### config.mk
export PLATFORM = sky130hd
export DESIGN_NAME = hls_run_sequencer
export DESIGN_NICKNAME = d
export VERILOG_FILES = /design/src/rtl/hls_run_pkg.sv /design/src/rtl/hls_cycle_counter.sv /design/src/rtl/hls_run_sequencer.sv
export SDC_FILE = /design/constraint.sdc
export NUM_CORES = 1
export LEC_CHECK = 0
export CORE_MARGIN = 4
export CORE_UTILIZATION = 34
export CTS_BUF_LIST = sky130_fd_sc_hd__clkbuf_4 sky130_fd_sc_hd__clkbuf_8 sky130_fd_sc_hd__clkbuf_16
export CTS_CLUSTER_DIAMETER = 60
export CTS_CLUSTER_SIZE = 25
export DETAILED_ROUTE_END_ITERATION = 8
export HOLD_SLACK_MARGIN = 0.12
export MAX_ROUTING_LAYER = met4
export PLACE_DENSITY = 0.57
export SLEW_MARGIN = 20
export SYNTH_ARGS = -nofsm -noshare
export SYNTH_HDL_FRONTEND = slang
export SYNTH_SLANG_ARGS = --single-unit
### constraint.sdc
create_clock -name clock -period 3.5 [get_ports clock]
set_clock_uncertainty 0.15 [all_clocks]
set_input_delay 0.525 -clock clock [delete_from_list [all_inputs] [get_ports clock]]
set_output_delay 0.525 -clock clock [all_outputs]
set_load 0.01 [all_outputs]
### src/rtl/hls_run_pkg.sv
// rtl/hls_run_pkg.sv - shared state and status encodings for the HLS run sequencer
package hls_run_pkg;

    typedef enum logic [2:0] {
        S_IDLE    = 3'd0,
        S_DUT_RST = 3'd1,
        S_START   = 3'd2,
        S_WAIT    = 3'd3,
        S_REPORT  = 3'd4
    } run_state_t;

    typedef enum logic [1:0] {
        ST_OK       = 2'd0,
        ST_TIMEOUT  = 2'd1,
        ST_SPURIOUS = 2'd2
    } status_t;

endpackage

### src/rtl/hls_cycle_counter.sv
// rtl/hls_cycle_counter.sv - per-run latency counter: load 1, increment, saturate at MAX_CYCLES
module hls_cycle_counter #(
    parameter int          CYCLE_W    = 32,
    parameter int unsigned MAX_CYCLES = 200000000
) (
    input  logic               clock,
    input  logic               reset,
    input  logic               load,
    input  logic               inc,
    output logic [CYCLE_W-1:0] cnt,
    output logic               at_limit
);

    localparam logic [CYCLE_W-1:0] LIMIT = CYCLE_W'(MAX_CYCLES);

    assign at_limit = (cnt == LIMIT);

    always_ff @(posedge clock) begin
        if (reset) begin
            cnt <= '0;
        end else if (load) begin
            cnt <= CYCLE_W'(1);
        end else if (inc && !at_limit) begin
            cnt <= cnt + 1'b1;
        end
    end

endmodule

### src/rtl/hls_run_sequencer.sv
// rtl/hls_run_sequencer.sv - back-to-back run harness for a start/done HLS core; HLS_RUN_STATS_EN adds latency stats and held-done detection
module hls_run_sequencer
    import hls_run_pkg::*;
#(
    parameter int          CYCLE_W        = 32,
    parameter int          RUN_W          = 8,
    parameter int unsigned MAX_CYCLES     = 200000000,
    parameter int          DUT_RST_CYCLES = 2
) (
    input  logic               clock,
    input  logic               reset,
    input  logic               go,
    input  logic [RUN_W-1:0]   num_runs,
    output logic               dut_reset_n,
    output logic               dut_start_port,
    input  logic               dut_done_port,
    output logic               res_valid,
    input  logic               res_ready,
    output logic [RUN_W-1:0]   res_run_idx,
    output logic [1:0]         res_status,
    output logic [CYCLE_W-1:0] res_cycles,
    output logic               busy,
    output logic               batch_done,
    output logic               batch_fail
`ifdef HLS_RUN_STATS_EN
    ,
    output logic [CYCLE_W-1:0]       stat_min,
    output logic [CYCLE_W-1:0]       stat_max,
    output logic [CYCLE_W+RUN_W-1:0] stat_sum
`endif
);

    typedef struct packed {
        logic [RUN_W-1:0]   run_idx;
        status_t            status;
        logic [CYCLE_W-1:0] cycles;
    } res_rec_t;

    localparam logic [3:0]         RST_LAST = 4'(DUT_RST_CYCLES - 1);
    localparam logic [CYCLE_W-1:0] LIMIT    = CYCLE_W'(MAX_CYCLES);

    run_state_t         state, state_next;
    res_rec_t           rec;
    logic [3:0]         rst_cnt;
    logic [RUN_W-1:0]   runs_q;
    logic [RUN_W-1:0]   run_idx;
    logic [CYCLE_W-1:0] cnt;
    logic               at_limit;
    logic               cnt_load;
    logic               cnt_inc;
    logic               accept;
    logic               last_run;
    logic               chk_pending;

    hls_cycle_counter #(
        .CYCLE_W    (CYCLE_W),
        .MAX_CYCLES (MAX_CYCLES)
    ) u_cycle_counter (
        .clock    (clock),
        .reset    (reset),
        .load     (cnt_load),
        .inc      (cnt_inc),
        .cnt      (cnt),
        .at_limit (at_limit)
    );

    assign res_run_idx = rec.run_idx;
    assign res_status  = rec.status;
    assign res_cycles  = rec.cycles;
    assign last_run    = (run_idx == runs_q - RUN_W'(1));

    always_ff @(posedge clock) begin
        if (reset) begin
            state <= S_IDLE;
        end else begin
            state <= state_next;
        end
    end

    always_comb begin
        state_next     = state;
        cnt_load       = 1'b0;
        cnt_inc        = 1'b0;
        busy           = (state != S_IDLE);
        dut_reset_n    = (state == S_START) || (state == S_WAIT);
        dut_start_port = (state == S_START);
        // The first REPORT cycle after a done is spent watching for a held done.
        res_valid      = (state == S_REPORT) && !chk_pending;
        accept         = res_valid && res_ready;
        case (state)
            S_IDLE:    if (go && num_runs != '0) state_next = S_DUT_RST;
            S_DUT_RST: if (rst_cnt == RST_LAST) state_next = S_START;
            S_START: begin
                cnt_load   = 1'b1;
                state_next = dut_done_port ? S_REPORT : S_WAIT;
            end
            S_WAIT: begin
                cnt_inc = 1'b1;
                if (dut_done_port || at_limit) state_next = S_REPORT;
            end
            S_REPORT: begin
                if (accept) begin
                    if (rec.status == ST_TIMEOUT || last_run) state_next = S_IDLE;
                    else state_next = S_DUT_RST;
                end
            end
            default:   state_next = S_IDLE;
        endcase
    end

    always_ff @(posedge clock) begin
        if (reset) begin
            rst_cnt     <= '0;
            runs_q      <= '0;
            run_idx     <= '0;
            rec         <= '0;
            batch_done  <= 1'b0;
            batch_fail  <= 1'b0;
            chk_pending <= 1'b0;
`ifdef HLS_RUN_STATS_EN
            stat_min    <= '0;
            stat_max    <= '0;
            stat_sum    <= '0;
`endif
        end else begin
            batch_done  <= 1'b0;
            chk_pending <= 1'b0;
            case (state)
                S_IDLE: begin
                    if (go) begin
                        runs_q     <= num_runs;
                        run_idx    <= '0;
                        rst_cnt    <= '0;
                        batch_fail <= 1'b0;
                        batch_done <= (num_runs == '0);
`ifdef HLS_RUN_STATS_EN
                        stat_min   <= '1;
                        stat_max   <= '0;
                        stat_sum   <= '0;
`endif
                    end
                end
                S_DUT_RST: rst_cnt <= rst_cnt + 1'b1;
                S_START: begin
                    if (dut_done_port) begin
                        rec.run_idx <= run_idx;
                        rec.status  <= ST_OK;
                        rec.cycles  <= CYCLE_W'(1);
                    end
                end
                S_WAIT: begin
                    // Done wins over a coincident timeout.
                    if (dut_done_port) begin
                        rec.run_idx <= run_idx;
                        rec.status  <= ST_OK;
                        rec.cycles  <= cnt + 1'b1;
`ifdef HLS_RUN_STATS_EN
                        chk_pending <= 1'b1;
`endif
                    end else if (at_limit) begin
                        rec.run_idx <= run_idx;
                        rec.status  <= ST_TIMEOUT;
                        rec.cycles  <= LIMIT;
                    end
                end
                S_REPORT: begin
`ifdef HLS_RUN_STATS_EN
                    if (chk_pending && dut_done_port) rec.status <= ST_SPURIOUS;
`endif
                    if (accept) begin
                        if (rec.status != ST_OK) batch_fail <= 1'b1;
                        if (state_next == S_IDLE) begin
                            batch_done <= 1'b1;
                        end else begin
                            run_idx <= run_idx + 1'b1;
                            rst_cnt <= '0;
                        end
`ifdef HLS_RUN_STATS_EN
                        if (rec.status == ST_OK) begin
                            if (rec.cycles < stat_min) stat_min <= rec.cycles;
                            if (rec.cycles > stat_max) stat_max <= rec.cycles;
                            stat_sum <= stat_sum + {{RUN_W{1'b0}}, rec.cycles};
                        end
`endif
                    end
                end
                default: ;
            endcase
        end
    end

endmodule
==> results by group <==
Placement
  – Half-perimeter wire length after placement: 9956 µm
  – Routability cong.: 0.8675
  – Dpl ws: 301.4 ps
  – Post-Place Cell Area: 5798 µm²
  – Buffers on Ports: 59
  – Dpl cells: 829

Floorplanning
  – Core Rows: 44
  – Die ar.: 16820 µm²
  – Die width: 129.7 µm
  – Die Y: 129.7 µm
  – Initial core utilization: 0.3465
  – I/O pins: 61
  – Core area: 14530 µm²

Clock network
  – Clk buf depth: 2
  – CTS Buf Count: 9
  – Htree depth: 3
  – Cts hold-fix bufs: 0
  – Clock Sink Count: 98
  – Clk Tree Root Cell: clkbuf_16
  – Clock Latency Late Sink: 350 ps
  – Post-CTS Setup Bufs: 0
  – Clk slew on worst S/H paths: 70 ps
  – # resized after CTS: 0
  – CTS tree: yes

GRT
  – Largest net degree at the start of global routing: 39
  – Gr usage total: 0.1715
  – Total grt overflow: 0
  – Vias in the first global route: 4387
  – Antenna violations before repair: 0
  – First-pass GRT wire length: 22310 µm

Final layout
  – Layout cell share with drive strength beyond 1: 0.07110
  – Final core utilization: 0.4183
  – Nets: 675
  – Inserted Diodes: 0
  – Final cell count without fillers: 845
  – Non-Filler Cell Area, Final: 6080 µm²
  – Synth-to-layout area growth: 20.72%

Worst setup path
  – WS Path Type: register to register
  – Crit-path slowest cell: o311ai_4
  – Startpoint Class: register
  – Crit-path cells: inv_1, ha_1, or3b_4, or4_1, a2111o_1, o311ai_4, a21boi_2, nor4b_2
  – Critical Path Fanout Max: 9
  – Crit path capture type: register
  – Crit-path max cell delay: 550 ps
  – Arrival @ worst endpoint: 3340 ps
  – Data required, critical path: 3620 ps

Drt
  – Via density per instance: 5.320
  – # DRC: 0
  – Vias post-DR: 4495
  – First drt pass iteration count: 5
  – Post-Route WL: 13460 µm
  – Final ANT Viol Nets: 0
  – WL per Instance: 15.93 µm
  – Starting DRT DRC Count: 351

Power
  – Power Total: 2.283 mW
  – Clock group share of total power: 0.417
  – Max VDD drop: 0.2707 mV
  – Seq pwr share: 0.501
  – P_int: 1.701 mW
  – Leak pwr: 2.067 nW
  – Switching part of the total power: 0.2550
  – Pwr Density: 375.5 nW/µm²
  – Comb power frac: 0.082
  – Switching Power: 0.5821 mW

STA
  – Fin worst setup slack: 276.2 ps
  – RSZ-0062 raised after global routing: no
  – Crit path time final: 3224 ps
  – Final-report hold violation count: 0
  – F_max: 310.2 MHz
  – Final setup fails: 0
  – Slew Viols, Final: 0
  – Setup TNS: 0 ps
  – Worst-Margin Slew: 1063 ps
  – Tcrit/Tclk final: 0.9211
  – WHS: 311.7 ps
  – Max-slew headroom: 0.2883

Job
  – Max-cap violation count: 0

Synth
  – FFs w/ async S/R, synth: 0
  – Synthesis Warnings: 0
  – Mean post-synth cell area: 8.149 µm²
  – Post-synthesis sequential area ratio: 0.3896
  – Seq cells post-synth: 98
  – Post-synthesis simple-gate area fraction: 0.2775
  – Mapped Cells: 618
  – Post-synth EDFFs: 0
  – Largest family of logic cells by synthesized area: simple AND/OR/NAND/NOR gates
  – Synth Cell Area: 5036 µm²
  – Mux share of post-synthesis cell area: 0.02385
  – Post-Synth XOR/XNOR Area: 0.1113
  – Area share of fa/ha/maj cells after synthesis: 0.01491
  – Synth Area in Compound Gates: 0.1337
  – Synth cell types: 59
  – Synth Flop Type: dfxtp_1
  – Syn Nets: 637

Run status
  – Status: finished, final reports clean

Hold path
  – Worst min path class: register to register
## area by class of cell
class                   instances  area [µm²]
clock inverters                 6       48.80
multi-input cells             456        2848
repair buffers                 73       690.7
inverters                      18       67.56
flip-flops and latches         98        1962
well taps                     184       230.2
clock buffers                  10       232.7
fillers                      1467        8454
## state kept, by name, summed over array words and instances (netlist names)
name / flops
batch_done: 1
batch_fail: 1
res_cycles: 32
res_run_idx: 8
res_status: 1
rst_cnt: 4
run_idx: 8
runs_q: 8
state: 3
u_cycle_counter.cnt: 32
## cell usage after synthesis (2+ instances only)
library cell / n / area (µm²)
dfxtp_1: 98 / 1962
nor2_1: 80 / 300.3
nand2_1: 58 / 217.7
xnor2_1: 48 / 420.4
clkbuf_1: 44 / 165.2
nor4_1: 30 / 187.7
a21oi_1: 27 / 135.1
a22oi_1: 22 / 165.2
nor3_1: 22 / 110.1
nand3_1: 19 / 95.09
inv_1: 17 / 63.81
xor2_1: 16 / 140.1
nand4_1: 15 / 93.84
mux2i_1: 12 / 120.1
or3_1: 11 / 68.82
and3_1: 7 / 43.79
nand2b_1: 7 / 43.79
o21ai_0: 7 / 35.03
ha_1: 6 / 75.07
o31ai_1: 6 / 45.04
nor3b_1: 5 / 37.54
or2_2: 5 / 31.28
a31oi_1: 4 / 25.02
a211o_1: 3 / 26.28
a211oi_1: 3 / 22.52
and2_1: 3 / 18.77
nand3b_1: 3 / 22.52
a2111oi_0: 2 / 17.52
a21o_1: 2 / 15.01
a311oi_1: 2 / 17.52
and4_1: 2 / 17.52
nor2b_1: 2 / 12.51
nor4b_1: 2 / 17.52
o211a_1: 2 / 20.02
or4_1: 2 / 15.01
## cells by family after synthesis
family	count (synthesis)
and+or+nand+nor	279
DFF	98
AOI/OAI and AO/OA	94
xor gates and xnor gates	64
buffers and inverters	64
muxes	12
adders and majority gates	6
other	1
## routing by layer
layer / GRT usage / vias up / routed length, µm
li1: - / 2246 / -
met4: 0.04462 / 0 / 174
met1: 0.2111 / 2145 / 6002
met3: 0.03725 / 12 / 651
met5: - / - / 0
met2: 0.2866 / 92 / 6631
## power by group through the flow
stage,sequential [mW],combinational [mW],clock [mW]
6_report,1.14,0.187,0.952
5_1_grt,1.15,0.207,1.03
4_1_cts,1.14,0.189,0.983
3_5_place_dp,1.17,0.188,0
3_3_place_gp,1.17,0.182,0
2_1_floorplan,1.17,0.126,0
## worst max-delay path, delay by kind of cell, from the launching register on
kind            cells  cell delay (ps)
compound gates      3             1260
simple gates        3             1110
flops               1              350
fa+ha+maj           1              190
buf+inv             1               70
## cell usage in the layout (no fill, tap or decap), types with 5 or more instances in the layout
cell and instances:
xnor2_1 48, or2_2 5, nor4_1 29, xor2_1 16, and3_1 7, clkbuf_16 9, a21oi_1 27, nor2_1 80
o31ai_1 6, nor3_1 22, nand3_1 19, nor3b_1 5, clkdlybuf4s50_1 58, dfxtp_1 98, or3_1 11, buf_4 14
nand2_1 58, mux2i_1 12, nand2b_1 7, ha_1 6, a22oi_1 22, inv_1 17, o21ai_0 7, nand4_1 15
## final timing paths
check / from / to / slack, ps / cells past startpoint
worst max register to register: runs_q[0]$_SDFFE_PP0P_ / rst_cnt[0]$_SDFFE_PP0P_ / 280 / 8
worst max-delay path: runs_q[0]$_SDFFE_PP0P_ / rst_cnt[0]$_SDFFE_PP0P_ / 280 / 8
worst min-delay path: res_cycles[21]$_SDFFE_PP0P_ / res_cycles[21]$_SDFFE_PP0P_ / 310 / 2
worst min register to register: res_cycles[21]$_SDFFE_PP0P_ / res_cycles[21]$_SDFFE_PP0P_ / 310 / 2
(Power assumes the default switching activity.)
==> RTL change, RTL diff (same settings) <==
Add a define of `HLS_RUN_STATS_EN`.
--- a/src/rtl/hls_run_sequencer.sv
+++ b/src/rtl/hls_run_sequencer.sv
@@ -1,4 +1,6 @@
 // rtl/hls_run_sequencer.sv - back-to-back run harness for a start/done HLS core; HLS_RUN_STATS_EN adds latency stats and held-done detection
+`define HLS_RUN_STATS_EN
+
 module hls_run_sequencer
     import hls_run_pkg::*;
 #(
Formal check against the unedited RTL (old outputs only; new: stat_max, stat_min and stat_sum): not equivalent (Yosys sat finds a counterexample within 10 cycles, from zero or initial values and one cycle with reset high).
==> RTL change against the original RTL <==
Non-clock buffer count rose by 155; synthesized area increased by 140%; wire length grew to 3.0 times the old value; power rose by 150%; sequential cell count up 106; largest cell class unchanged; worst setup slack better by 0.028 ns; final area rose to 2.5 times the old value.
==> RTL change: results (changes against the original RTL) <==
* End of the critical path: stat_sum[36] (was rst_cnt[0])
* Part of the Yosys area used for sequential elements at 0.338 (was 0.390)
* Outcome: finished, final reports clean (unchanged)
* Most instantiated cells after synthesis: nand2_1, dfxtp_1, nor2_1, ha_1, inv_1 (was dfxtp_1, nor2_1, nand2_1, xnor2_1, clkbuf_1)
* Number of distinct library cell variants in the gate-level netlist after synthesis at 83 (was 59)
* Reg2reg start: res_cycles[0] (was runs_q[0])
* Arrival time of data at the critical path endpoint at 3.47 ns (was 3.34 ns)
* Sum of routed wire segments on met1 at 18.9 mm (was 6.00 mm)
* Number of non-filler instances in the completed layout at 2141 (was 845)
* Register-to-Register Path Depth at 10 (was 8)
* Final net count at 1783 (was 675)
* Fraction of layout instances using a drive strength above 1 at 0.0878 (was 0.0711)
* Internal reg-to-reg setup slack at 0.30 ns (was 0.28 ns)
* Hold Path End: u_cycle_counter.cnt[0] (was res_cycles[21])
* Cells taking the most area after synthesis: dfxtp_1, ha_1, nand2_1, nor2_1, xnor2_1 (was dfxtp_1, xnor2_1, nor2_1, nand2_1, nor4_1)
* IO Port Bufs at 164 (was 59)
* Vias in the first global route at 10900 (was 4387)
* Power drawn by the combinational cells at 0.000532 W (was 0.000187 W)
* Switching share of power at 0.276 (was 0.255)
* Routed vias/inst at 5.26 (was 5.32)
* Biggest fanout along the worst timing path at 8 (was 9)
* Leakage power of the design at 6.01 nW (was 2.07 nW)
* Largest net degree at the start of global routing at 37 (was 39)
* Final RePlAce weighted congestion at 0.903 (was 0.868)
* TritonCTS buffer count at 24 (was 9)
* Cell-internal power at 0.00412 W (was 0.00170 W)
* Wire length reported by the detailed router at 39.8 mm (was 13.5 mm)
* Endpoint of the most critical register-to-register path: stat_sum[36] (was rst_cnt[0])
* Power dissipated in the clock network at 0.00273 W (was 0.000952 W)
* Count of routing violations after the opening detailed-route iteration at 669 (was 351)
* Worst relative slew slack at 0.327 (was 0.288)
-- RTL change: cell count changes after synthesis, sizes merged, moves of 23 or more --
cell    change
mux2i      +28
a211oi     +37
buf        +23
xor2       +27
ha         +95
a21oi      +55
nand2     +150
a21o       +27
nor2       +61
nor3       +31
dfxtp     +106
o21ai      +78
inv        +67
-- RTL change: cell families (layout without fill, tap and decap cells) --
kind of cell	Yosys count	after routing	synth area share
AO/OA/AOI/OAI	325	325	0.177
XOR/XNOR	94	94	0.0682
adder cells (fa/ha/maj)	102	102	0.106
buffers and inverters	167	356	0.0555
flip-flops	204	204	0.338
multiplexers	40	40	0.0331
AND/OR/NAND/NOR	565	565	0.222
-- RTL change: layout make-up --
class	instances	area [µm²]	area share
tap	455	569	0.0372
sequential	204	4080	0.267
timing repair buffer	228	2140	0.140
clock buffer	25	626	0.0409
clock inverter	19	239	0.0156
inverter	84	315	0.0206
multi-input combinational	1126	7330	0.479
-- RTL change: worst max-delay path: stages, from the launching register on --
cell,delay (ns)
dfxtp_1,0.32
ha_1,0.23
fa_1,0.42
a21oi_1,0.22
o211ai_1,0.22
a2111oi_2,0.49
nor3_1,0.14
or3_4,0.42
a31oi_4,0.25
or3_1,0.17
a21oi_2,0.05
-- RTL change: stage by stage --
step,hold WS [ns],cell area (µm²),setup WS (ns)
after floorplan,0.286,12100,0.542
after global placement,0.303,14400,0.386
after detailed placement,0.310,14400,0.330
after CTS,0.270,15300,0.307
after global routing,0.308,15300,0.139
final,0.286,15300,0.304
-- RTL change: per-layer routing --
layer,up-vias,track usage
li1,5622,-
met2,282,0.329
met4,0,0.0528
met5,-,-
met1,5284,0.276
met3,69,0.0287
